`src/rtl/mmio_controller.sv`:
```
// rtl/mmio_controller.sv - CPU memory-mapped I/O controller: SRAM sequencing, keyboard FIFO, display register.
// Requests are latched in IDLE and completed with a one-cycle Mem_Ready pulse from DONE.
module mmio_controller #(
  parameter int                DATA_W    = 16,
  parameter int                ADDR_W    = 16,
  parameter int                KB_DEPTH  = 8,
  parameter int                SRAM_WAIT = 2,
  parameter logic [ADDR_W-1:0] IO_BASE   = 'hFE00
) (
  input  logic                        Clk,
  input  logic                        Reset,
  input  logic                        MIO_EN,
  input  logic                        R_W,
  input  logic [ADDR_W-1:0]           Address,
  input  logic [DATA_W-1:0]           Data_FromCPU,
  input  logic [DATA_W-1:0]           Data_FromSRAM,
  input  logic [DATA_W-1:0]           Data_FromKeyboard,
  input  logic                        Keypress,
  input  logic                        Video_Ready,
  output logic                        Mem_CE,
  output logic                        Mem_OE,
  output logic                        Mem_WE,
  output logic                        Mem_LB,
  output logic                        Mem_UB,
  output logic [DATA_W-1:0]           Data_ToSRAM,
  output logic [DATA_W-1:0]           Data_ToCPU,
  output logic                        Mem_Ready,
  output logic [DATA_W-1:0]           Data_ToVideo,
  output logic                        Video_Valid,
  output logic [$clog2(KB_DEPTH):0]   KB_Count
);

  localparam int PW = $clog2(KB_DEPTH);
  localparam int CW = PW + 1;
  localparam int WW = $clog2(SRAM_WAIT + 1);

  localparam logic [ADDR_W-1:0] KBSR_A = IO_BASE;
  localparam logic [ADDR_W-1:0] KBDR_A = IO_BASE + ADDR_W'(2);
  localparam logic [ADDR_W-1:0] DSR_A  = IO_BASE + ADDR_W'(4);
  localparam logic [ADDR_W-1:0] DDR_A  = IO_BASE + ADDR_W'(6);

  typedef enum logic [1:0] {S_IDLE, S_IO, S_SRAM, S_DONE} state_t;

  state_t              state_q, state_d;
  logic [ADDR_W-1:0]   addr_q, addr_d;
  logic                rw_q, rw_d;
  logic [DATA_W-1:0]   wdata_q, wdata_d;
  logic [WW-1:0]       wait_q, wait_d;
  logic [DATA_W-1:0]   rdata_q, rdata_d;
  logic                oe_q, oe_d;
  logic                we_q, we_d;
  logic                ready_q, ready_d;
  logic [PW-1:0]       kb_wr_q, kb_wr_d;
  logic [PW-1:0]       kb_rd_q, kb_rd_d;
  logic [CW-1:0]       kb_cnt_q, kb_cnt_d;
  logic                ovf_q, ovf_d;
  logic [DATA_W-1:0]   dsr_q, dsr_d;
  logic [DATA_W-1:0]   vid_data_q, vid_data_d;
  logic                vid_valid_q, vid_valid_d;
  logic [DATA_W-1:0]   kb_mem_q [KB_DEPTH];

  logic io_hit;
  logic is_kbsr, is_kbdr, is_dsr, is_ddr;
  logic kb_empty, kb_full, kb_push, kb_pop, kb_push_ok, ddr_stall;
  logic [DATA_W-1:0] kb_head;

  assign io_hit  = (Address == KBSR_A) || (Address == KBDR_A) ||
                   (Address == DSR_A)  || (Address == DDR_A);
  assign is_kbsr = (addr_q == KBSR_A);
  assign is_kbdr = (addr_q == KBDR_A);
  assign is_dsr  = (addr_q == DSR_A);
  assign is_ddr  = (addr_q == DDR_A);

  assign kb_empty   = (kb_cnt_q == '0);
  assign kb_full    = (kb_cnt_q == CW'(KB_DEPTH));
  assign kb_head    = kb_mem_q[kb_rd_q];
  assign kb_push    = Keypress && (Data_FromKeyboard != '0);
  assign kb_pop     = (state_q == S_IO) && !rw_q && is_kbdr && !kb_empty;
  // A pop in the same cycle frees the slot, so a push into a full FIFO still lands.
  assign kb_push_ok = kb_push && (!kb_full || kb_pop);
  assign ddr_stall  = (state_q == S_IO) && rw_q && is_ddr && vid_valid_q;

  always_comb begin
    state_d     = state_q;
    addr_d      = addr_q;
    rw_d        = rw_q;
    wdata_d     = wdata_q;
    wait_d      = wait_q;
    rdata_d     = rdata_q;
    ovf_d       = ovf_q;
    dsr_d       = dsr_q;
    vid_data_d  = vid_data_q;
    vid_valid_d = vid_valid_q;
    kb_wr_d     = kb_wr_q;
    kb_rd_d     = kb_rd_q;

    if (vid_valid_q && Video_Ready) begin
      vid_valid_d = 1'b0;
    end

    case (state_q)
      S_IDLE: begin
        if (MIO_EN) begin
          addr_d  = Address;
          rw_d    = R_W;
          wdata_d = Data_FromCPU;
          if (io_hit) begin
            state_d = S_IO;
          end else begin
            state_d = S_SRAM;
            wait_d  = WW'(SRAM_WAIT - 1);
          end
        end
      end
      S_IO: begin
        if (!ddr_stall) begin
          state_d = S_DONE;
          if (rw_q) begin
            if (is_kbsr) ovf_d = 1'b0;
            if (is_dsr)  dsr_d = {1'b0, wdata_q[DATA_W-2:0]};
            if (is_ddr) begin
              vid_data_d  = wdata_q;
              vid_valid_d = 1'b1;
            end
          end else if (is_kbsr) begin
            rdata_d = {~kb_empty, ovf_q, {(DATA_W-2){1'b0}}};
          end else if (is_kbdr) begin
            rdata_d = kb_empty ? '0 : kb_head;
          end else if (is_dsr) begin
            rdata_d = {~vid_valid_q, dsr_q[DATA_W-2:0]};
          end else begin
            rdata_d = '0;
          end
        end
      end
      S_SRAM: begin
        if (wait_q == '0) begin
          state_d = S_DONE;
          if (!rw_q) rdata_d = Data_FromSRAM;
        end else begin
          wait_d = wait_q - WW'(1);
        end
      end
      S_DONE: begin
        state_d = S_IDLE;
      end
      default: begin
        state_d = S_IDLE;
      end
    endcase

    // A dropped key is recorded after any clear so the loss is never hidden.
    if (kb_push && kb_full && !kb_pop) begin
      ovf_d = 1'b1;
    end
    if (kb_push_ok) kb_wr_d = kb_wr_q + PW'(1);
    if (kb_pop)     kb_rd_d = kb_rd_q + PW'(1);
    kb_cnt_d = kb_cnt_q + CW'(kb_push_ok) - CW'(kb_pop);

    oe_d    = (state_d == S_SRAM) && !rw_d;
    we_d    = (state_d == S_SRAM) && rw_d;
    ready_d = (state_d == S_DONE);
  end

  always_ff @(posedge Clk) begin
    if (Reset) begin
      state_q     <= S_IDLE;
      addr_q      <= '0;
      rw_q        <= 1'b0;
      wdata_q     <= '0;
      wait_q      <= '0;
      rdata_q     <= '0;
      oe_q        <= 1'b0;
      we_q        <= 1'b0;
      ready_q     <= 1'b0;
      kb_wr_q     <= '0;
      kb_rd_q     <= '0;
      kb_cnt_q    <= '0;
      ovf_q       <= 1'b0;
      dsr_q       <= '0;
      vid_data_q  <= '0;
      vid_valid_q <= 1'b0;
    end else begin
      state_q     <= state_d;
      addr_q      <= addr_d;
      rw_q        <= rw_d;
      wdata_q     <= wdata_d;
      wait_q      <= wait_d;
      rdata_q     <= rdata_d;
      oe_q        <= oe_d;
      we_q        <= we_d;
      ready_q     <= ready_d;
      kb_wr_q     <= kb_wr_d;
      kb_rd_q     <= kb_rd_d;
      kb_cnt_q    <= kb_cnt_d;
      ovf_q       <= ovf_d;
      dsr_q       <= dsr_d;
      vid_data_q  <= vid_data_d;
      vid_valid_q <= vid_valid_d;
    end
  end

  always_ff @(posedge Clk) begin
    if (!Reset && kb_push_ok) begin
      kb_mem_q[kb_wr_q] <= Data_FromKeyboard;
    end
  end

  assign Mem_CE       = 1'b1;
  assign Mem_LB       = 1'b1;
  assign Mem_UB       = 1'b1;
  assign Mem_OE       = oe_q;
  assign Mem_WE       = we_q;
  assign Mem_Ready    = ready_q;
  assign Data_ToSRAM  = wdata_q;
  assign Data_ToCPU   = rdata_q;
  assign Data_ToVideo = vid_data_q;
  assign Video_Valid  = vid_valid_q;
  assign KB_Count     = kb_cnt_q;

endmodule

```
`config.mk`:
```
export PLATFORM = sky130hd
export DESIGN_NAME = mmio_controller
export DESIGN_NICKNAME = d
export VERILOG_FILES = /design/src/rtl/mmio_controller.sv
export SDC_FILE = /design/constraint.sdc
export NUM_CORES = 1
export LEC_CHECK = 0
export BUFFER_PORTS_ARGS = -buffer_cell sky130_fd_sc_hd__buf_2
export CAP_MARGIN = 20
export CELL_PAD_IN_SITES_DETAIL_PLACEMENT = 0
export CELL_PAD_IN_SITES_GLOBAL_PLACEMENT = 1
export CORE_MARGIN = 1.5
export CORE_UTILIZATION = 42
export CTS_BUF_LIST = sky130_fd_sc_hd__clkbuf_16
export CTS_CLUSTER_DIAMETER = 30
export DETAILED_ROUTE_END_ITERATION = 7
export GPL_TIMING_DRIVEN = 0
export MAX_ROUTING_LAYER = met4
export PLACE_DENSITY = 0.79
export SLEW_MARGIN = 20
export SYNTH_ARGS = -nofsm -noshare
export SYNTH_HDL_FRONTEND = slang
export SYNTH_SLANG_ARGS = --single-unit
```
`constraint.sdc`:
```
create_clock -name Clk -period 3.78 [get_ports Clk]
set_input_delay 0 -clock Clk [delete_from_list [all_inputs] [get_ports Clk]]
set_output_delay 0 -clock Clk [all_outputs]
set_load 0.05 [all_outputs]
```
==> results_dict.tcl, run 1 <==
set metrics [dict create \
    grt_use_total_pct 21.59 \
    cts_tree "done" \
    synth.distinct_cells 58 \
    grt_pass1_vias 6669 \
    netlist_area_sq_mm 0.009209 \
    fp.dieH_um 151.1 \
    outcome "completed" \
    place_area_sq_mm 0.01037 \
    port_buffers 125 \
    wl_per_cell_um 18.54 \
    hold_viol_final 0 \
    cp.required_ps 4000 \
    min_path_type "in -> reg" \
    grtUsageMet3_pct 4.729 \
    ant_nets 0 \
    power_density_mw_per_mm2 630.4 \
    r2r_cells 9 \
    setup_tns_ps 0 \
    io-pin-count 129 \
    synth_edf_count 128 \
    area_growth_pct 35.11 \
    rrSetupSlack_ps 530 \
    crit_arrival_ps 3480 \
    die_area_sq_mm 0.02282 \
    endpoint_kind "register" \
    finalCritPeriodShare_pct 86.08 \
    wl_mm 23.44 \
    grt_pass1_wl_mm 35.91 \
    rsz0062_at_grt "no" \
    critical-path-top-delay-family "simple AND/OR/NAND/NOR gates" \
    first_pass_iters 6 \
    fillers 1696 \
    antenna_found_initial 0 \
    slew_viol_final 0 \
    design.core.area_sq_mm 0.02129 \
    gp_congestion 0.8108 \
    seq_area_frac_synth_pct 63.91 \
    whs_endpoint "Mem_Ready$_SDFF_PP0_" \
    async_reset_ff_share_pct 0 \
    critPathKind "reg -> reg" \
    via_per_inst 5.181 \
    tightest_slew_ps 897.2 \
    avgSynthCellArea_sq_um 13.16 \
    slew_headroom_pct 40.19 \
    finalWorstPathRequiredPeriod_ps 3254 \
    post-place-ws_ps 534.8 \
    p_leak_nw 4.902 \
    reg2reg_to "kb_mem_q[4][8]$_DFFE_PP_" \
    path_max_fanout 10 \
    hold_depth 5 \
    drc 0 \
    busiest_layer "met2" \
    irDropWorstVdd_v 0.0005461 \
    min_from "MIO_EN" \
    grt_max_degree 12 \
    crit_cells 9 \
    netlist_instances 700 \
    setup_viol 0 \
    core.rowCount 53 \
    timing.rr.start "state_q[1]$_SDFF_PP0_" \
    cts_buffers 42 \
    clockRootBuffer "clkbuf_16" \
    cts_buffer_depth 3 \
    cpMostUsedCell "buf_4" \
    layout_setup_ws_ps 526.2 \
    post-route-util_pct 58.45 \
    ys_warn_count 0 \
    fin_area_sq_mm 0.01244 \
    synth_seq_cells 230 \
    synth_ff_type "edfxtp_1" \
    initial_core_util_pct 43.26 \
    slowest_delay_ps 530 \
    maxCapViolCount 0 \
    via_count 6549 \
    htreeDepth 2 \
    die_x_um 151.1 \
    insertion_delay_ps 530 \
    cp_slowest_cell "or3b_2" \
    nets 1038 \
    grt-ovfl-total 0 \
    grt_util_met1_pct 26.28 \
    use_met2_pct 36.37 \
    whs_ps 51.75 \
    critPathLaunchType "register" \
    crit_chain "clkbuf_1 > or3b_2 > nor4b_2 > a21oi_1 > nand3b_1 > nor3_2 > buf_4 > buf_4 > buf_4" \
    drt-initial-drc-count 339 \
    timing.fmax_mhz 307.3 \
    clk_pin_slew_ps 50 \
    timing.critical_path.buf_inv 4 \
    drive_gt1_share_pct 27.30 \
    finClkSkew_ps 22.50 \
    n_antenna_cell 0 \
    cts.sinks 230 \
    hpwl_mm 16.29 \
]
[logic make-up after synthesis]
family / Yosys count / synth area share, %
compound gates: 86 / 6.019
other cells: 1 / 0.04072
xor+xnor: 4 / 0.3805
fa+ha+maj: 9 / 1.304
mux: 83 / 13.40
simple gates: 235 / 12.51
buf+inv: 52 / 2.432
flops: 230 / 63.91
[cell type report]
type	count	area [sq um]	area share [%]
plain buffers	41	182.7	1.468
inverters	11	41.29	0.3319
clock buffers	42	1051	8.447
multi-input cells	420	3148	25.30
clock inverters	32	327.8	2.635
flip-flops and latches	230	5886	47.30
repair buffers	213	1461	11.75
well taps	275	344.1	2.765
[per-stage QoR]
step	std cells	power, mW
global route	1264	8.155
global placement	1102	4.185
finish	1264	7.843
detailed placement	1121	4.213
CTS	1264	7.904
floorplan	702	3.832
[sequential cells by signal (all words and copies together), names as in the netlist, named ones only]
name	flops
kb_mem_q	128
rw_q	1
Mem_WE	1
ovf_q	1
KB_Count	4
Data_ToCPU	16
Mem_Ready	1
Data_ToVideo	16
kb_wr_q	3
kb_rd_q	3
addr_q	16
Data_ToSRAM	16
Mem_OE	1
dsr_q	15
Video_Valid	1
state_q	2
wait_q	2
[repair_timing]
item	CTS	global route
hold endpoints to repair	181	0
hold buffers	69	0
gates resized for setup	0	0
setup buffers	0	0
[synthesized netlist by cell type (8+ instances only)]
master	n	share of area [%]
a221oi_1	13	1.2
a211oi_1	15	1.2
edfxtp_1	128	42
nor4_1	9	0.61
ha_1	8	1.1
a21oi_1	44	2.4
mux2i_1	49	5.3
nand2b_1	11	0.75
buf_2	8	0.43
or2_0	10	0.68
inv_1	11	0.45
mux4_2	32	7.8
nand2_1	75	3.1
nor2_1	75	3.1
dfxtp_1	102	22
clkbuf_1	22	0.90
[tightest hold or removal path, cell delays in order]
cell,delay (ps)
buf_2,80
nand2_1,130
nor2_1,170
nor2_1,70
nor2_1,70
[routing by layer]
metal / vias to the layer above / share of wire, % / wire [um]
li1: 3117 / - / -
met1: 3169 / 43 / 10100
met2: 226 / 49 / 11410
met3: 37 / 6.1 / 1435
met4: 0 / 2.1 / 490
met5: - / 0 / 0
[how the worst max path moves through the flow]
stage	from	endpoint	slack, ps
after global placement	state_q[1]$_SDFF_PP0_	kb_mem_q[1][10]$_DFFE_PP_	-1520
after CTS	state_q[1]$_SDFF_PP0_	kb_mem_q[0][12]$_DFFE_PP_	520
after global routing	state_q[1]$_SDFF_PP0_	kb_mem_q[4][8]$_DFFE_PP_	340
after floorplan	KB_Count[2]$_SDFF_PP0_	kb_mem_q[0][0]$_DFFE_PP_	-140
final	state_q[1]$_SDFF_PP0_	kb_mem_q[4][8]$_DFFE_PP_	530
after detailed placement	state_q[1]$_SDFF_PP0_	kb_mem_q[0][12]$_DFFE_PP_	530
[report_power, final]
| group | total, mW | switching [mW] | internal, mW |
|---|---|---|---|
| logic | 1.29 | 0.876 | 0.413 |
| registers | 2.94 | 0.119 | 2.82 |
| clock network | 3.61 | 1.20 | 2.42 |
| total | 7.84 | 2.19 | 5.65 |
[cells in the final DEF (no fill, tap or decap), drive strengths merged, types with 3 or more instances in the layout]
| cell | n |
|---|---|
| nand3b | 5 |
| inv | 19 |
| buf | 163 |
| dfxtp | 102 |
| nor4 | 9 |
| mux2i | 49 |
| nor2 | 75 |
| conb | 3 |
| or2 | 15 |
| nand2b | 11 |
| a211oi | 15 |
| nand4 | 5 |
| nand2 | 75 |
| and3 | 4 |
| clkinv | 16 |
| ha | 8 |
| nand3 | 4 |
| bufinv | 6 |
| nor2b | 6 |
| nor3 | 8 |
| a221oi | 13 |
| nor3b | 3 |
| a21oi | 44 |
| mux4 | 32 |
| dlygate4sd3 | 69 |
| clkbuf | 64 |
| edfxtp | 128 |
| and2 | 3 |
Power figures use the tool's default switching activity.
==> inputs of run 2 (changes only) <==
- clock period: 3.78 -> 2.7 ns (I/O delays scaled with it)
==> run 2 against run 1 <==
  * Die area is the same
  * Critical endpoint is now KB_Count[1]$_SDFF_PP0_
  * Maximum frequency is 21% higher
  * Total power rose by 43%
  * Highest routed layer unchanged
  * Utilization increased by 1.2 points
  * Largest power group unchanged
  * Sequential power up 41%
  * Clock skew is 1.1 ps lower
  * Critical path type unchanged
  * Global-route usage up 0.26 points
==> results_dict.tcl, run 2 (synthesis results as in run 1) <==
set metrics [dict create \
    layout_setup_ws_ps 20.70 \
    crit_cells 11 \
    initial_core_util_pct 43.26 \
    port_buffers 125 \
    critPathLaunchType "register" \
    cts_buffers 43 \
    r2r_cells 11 \
    final_cell_mix "133 x buf_2, 128 x edfxtp_1, 99 x dfxtp_1, 75 x nand2_1, 74 x nor2_1" \
    grt_pass1_vias 6647 \
    io-pin-count 129 \
    area_growth_pct 37.92 \
    htreeDepth 2 \
    cts.sinks 230 \
    post-route-util_pct 59.67 \
    grt_util_met1_pct 27.37 \
    die_area_sq_mm 0.02282 \
    maxCapViolCount 0 \
    gp_congestion 0.8008 \
    cp_slowest_cell "or4b_4" \
    crit_arrival_ps 3050 \
    crit_chain "inv_4 > ha_4 > nor3b_4 > or4b_4 > nor4_4 > nand2b_1 > nand2_1 > ha_2 > inv_2 > fa_2 > nor2_1" \
    grtUsageMet3_pct 4.398 \
    rsz0062_at_grt "yes" \
    setup_tns_ps 0 \
    cts_tree "done" \
    hold_viol_final 0 \
    fp.dieH_um 151.1 \
    timing.rr.start "KB_Count[3]$_SDFF_PP0_" \
    grt_pass1_wl_mm 36.23 \
    slew_viol_final 0 \
    path_max_fanout 3 \
    drc 0 \
    wl_mm 23.84 \
    clockRootBuffer "clkbuf_16" \
    power_density_mw_per_mm2 885.3 \
    cts_buffer_depth 3 \
    fin_area_sq_mm 0.01270 \
    crit_start "KB_Count[3]$_SDFF_PP0_" \
    cp.required_ps 3070 \
    p_leak_nw 4.958 \
    hpwl_mm 15.61 \
    via_per_inst 5.210 \
    grt-ovfl-total 0 \
    design.core.area_sq_mm 0.02129 \
    n_antenna_cell 0 \
    antenna_found_initial 0 \
    irDropWorstVdd_v 0.0005582 \
    slowest_delay_ps 560 \
    slew_headroom_pct 40.53 \
    use_met2_pct 35.50 \
    endpoint_kind "register" \
    die_x_um 151.1 \
    drt-initial-drc-count 430 \
    first_pass_iters 5 \
    final_common_cell "buf_2" \
    place_area_sq_mm 0.01034 \
    insertion_delay_ps 530 \
    outcome "completed" \
    clk_pin_slew_ps 50 \
    drive_gt1_share_pct 28.96 \
    wl_per_cell_um 18.83 \
    nets 1040 \
    timing.fmax_mhz 373.2 \
    whs_ps 39.30 \
    tightest_slew_ps 880.5 \
    reg2reg_to "KB_Count[1]$_SDFF_PP0_" \
    critical-path-top-delay-family "simple AND/OR/NAND/NOR gates" \
    critPathKind "reg -> reg" \
    busiest_layer "met2" \
    largest_register_ffs 128 \
    grt_max_degree 17 \
    grt_use_total_pct 21.85 \
    top_register "kb_mem_q" \
    finClkSkew_ps 21.39 \
    rrSetupSlack_ps 20 \
    post-place-ws_ps -674.2 \
    ant_nets 0 \
    min_path_type "in -> reg" \
    finalCritPeriodShare_pct 99.23 \
    finalWorstPathRequiredPeriod_ps 2679 \
    via_count 6596 \
    core.rowCount 53 \
    worstSetupEndpoint "KB_Count[1]$_SDFF_PP0_" \
    timing.critical_path.buf_inv 2 \
    setup_viol 0 \
]
==> run 2: how the worst min path moves through the flow <==
stage | from | end | slack (ps) | cells past startpoint
after global placement | Data_FromCPU[12] | Data_ToSRAM[12]$_SDFFE_PP0P_ | 250 | 3
after global routing | MIO_EN | state_q[0]$_SDFF_PP0_ | 110 | 5
final | MIO_EN | Mem_Ready$_SDFF_PP0_ | 40 | 5
after CTS | MIO_EN | Mem_Ready$_SDFF_PP0_ | 30 | 5
after detailed placement | Data_FromCPU[11] | Data_ToSRAM[11]$_SDFFE_PP0P_ | 250 | 3
after floorplan | Data_FromKeyboard[0] | kb_mem_q[0][0]$_DFFE_PP_ | 100 | 0
==> run 2: cell type report <==
| class | count | area (sq um) |
|---|---|---|
| multi-input combinational | 420 | 3277 |
| timing repair buffer | 215 | 1539 |
| buffer | 40 | 178.9 |
| tap | 275 | 344.1 |
| fill | 1692 | 8586 |
| sequential | 230 | 5894 |
| inverter | 11 | 46.29 |
| clock buffer | 45 | 1126 |
| clock inverter | 30 | 295.3 |
==> run 2: per-stage QoR <==
step | cells | power (mW)
floorplan | 702 | 5.400
finish | 1266 | 11.24
global placement | 1102 | 5.897
CTS | 1263 | 11.22
global route | 1266 | 11.69
detailed placement | 1106 | 5.928
==> run 2: what timing repair did <==
action                     4_1_cts  5_1_grt
hold endpoints to repair       181        0
setup endpoints to repair      125       97
gates resized for setup          4       14
setup buffers                   13        4
pin swaps                       10        9
hold buffers                    69        0
==> run 2: routing by layer <==
layer | vias to the layer above | routed length, um
met5 | - | 0
met3 | 55 | 1598
li1 | 3122 | -
met2 | 252 | 11410
met1 | 3167 | 10250
met4 | 0 | 587
==> run 2: worst register-to-register path, cell delays in order, from the launching register on <==
cell and delay, ps:
dfxtp_4 360, inv_4 40, ha_4 140, nor3b_4 140, or4b_4 560, nor4_4 300, nand2b_1 140, nand2_1 90
ha_2 190, inv_2 40, fa_2 520, nor2_1 40
==> run 2: where the power goes <==
| part | leakage (nW) | internal (mW) | switching [mW] |
|---|---|---|---|
| Sequential | 1.99 | 3.96 | 0.193 |
| Clock | 0.703 | 3.47 | 1.72 |
| Combinational | 2.27 | 0.647 | 1.26 |
| Total | 4.96 | 8.07 | 3.17 |
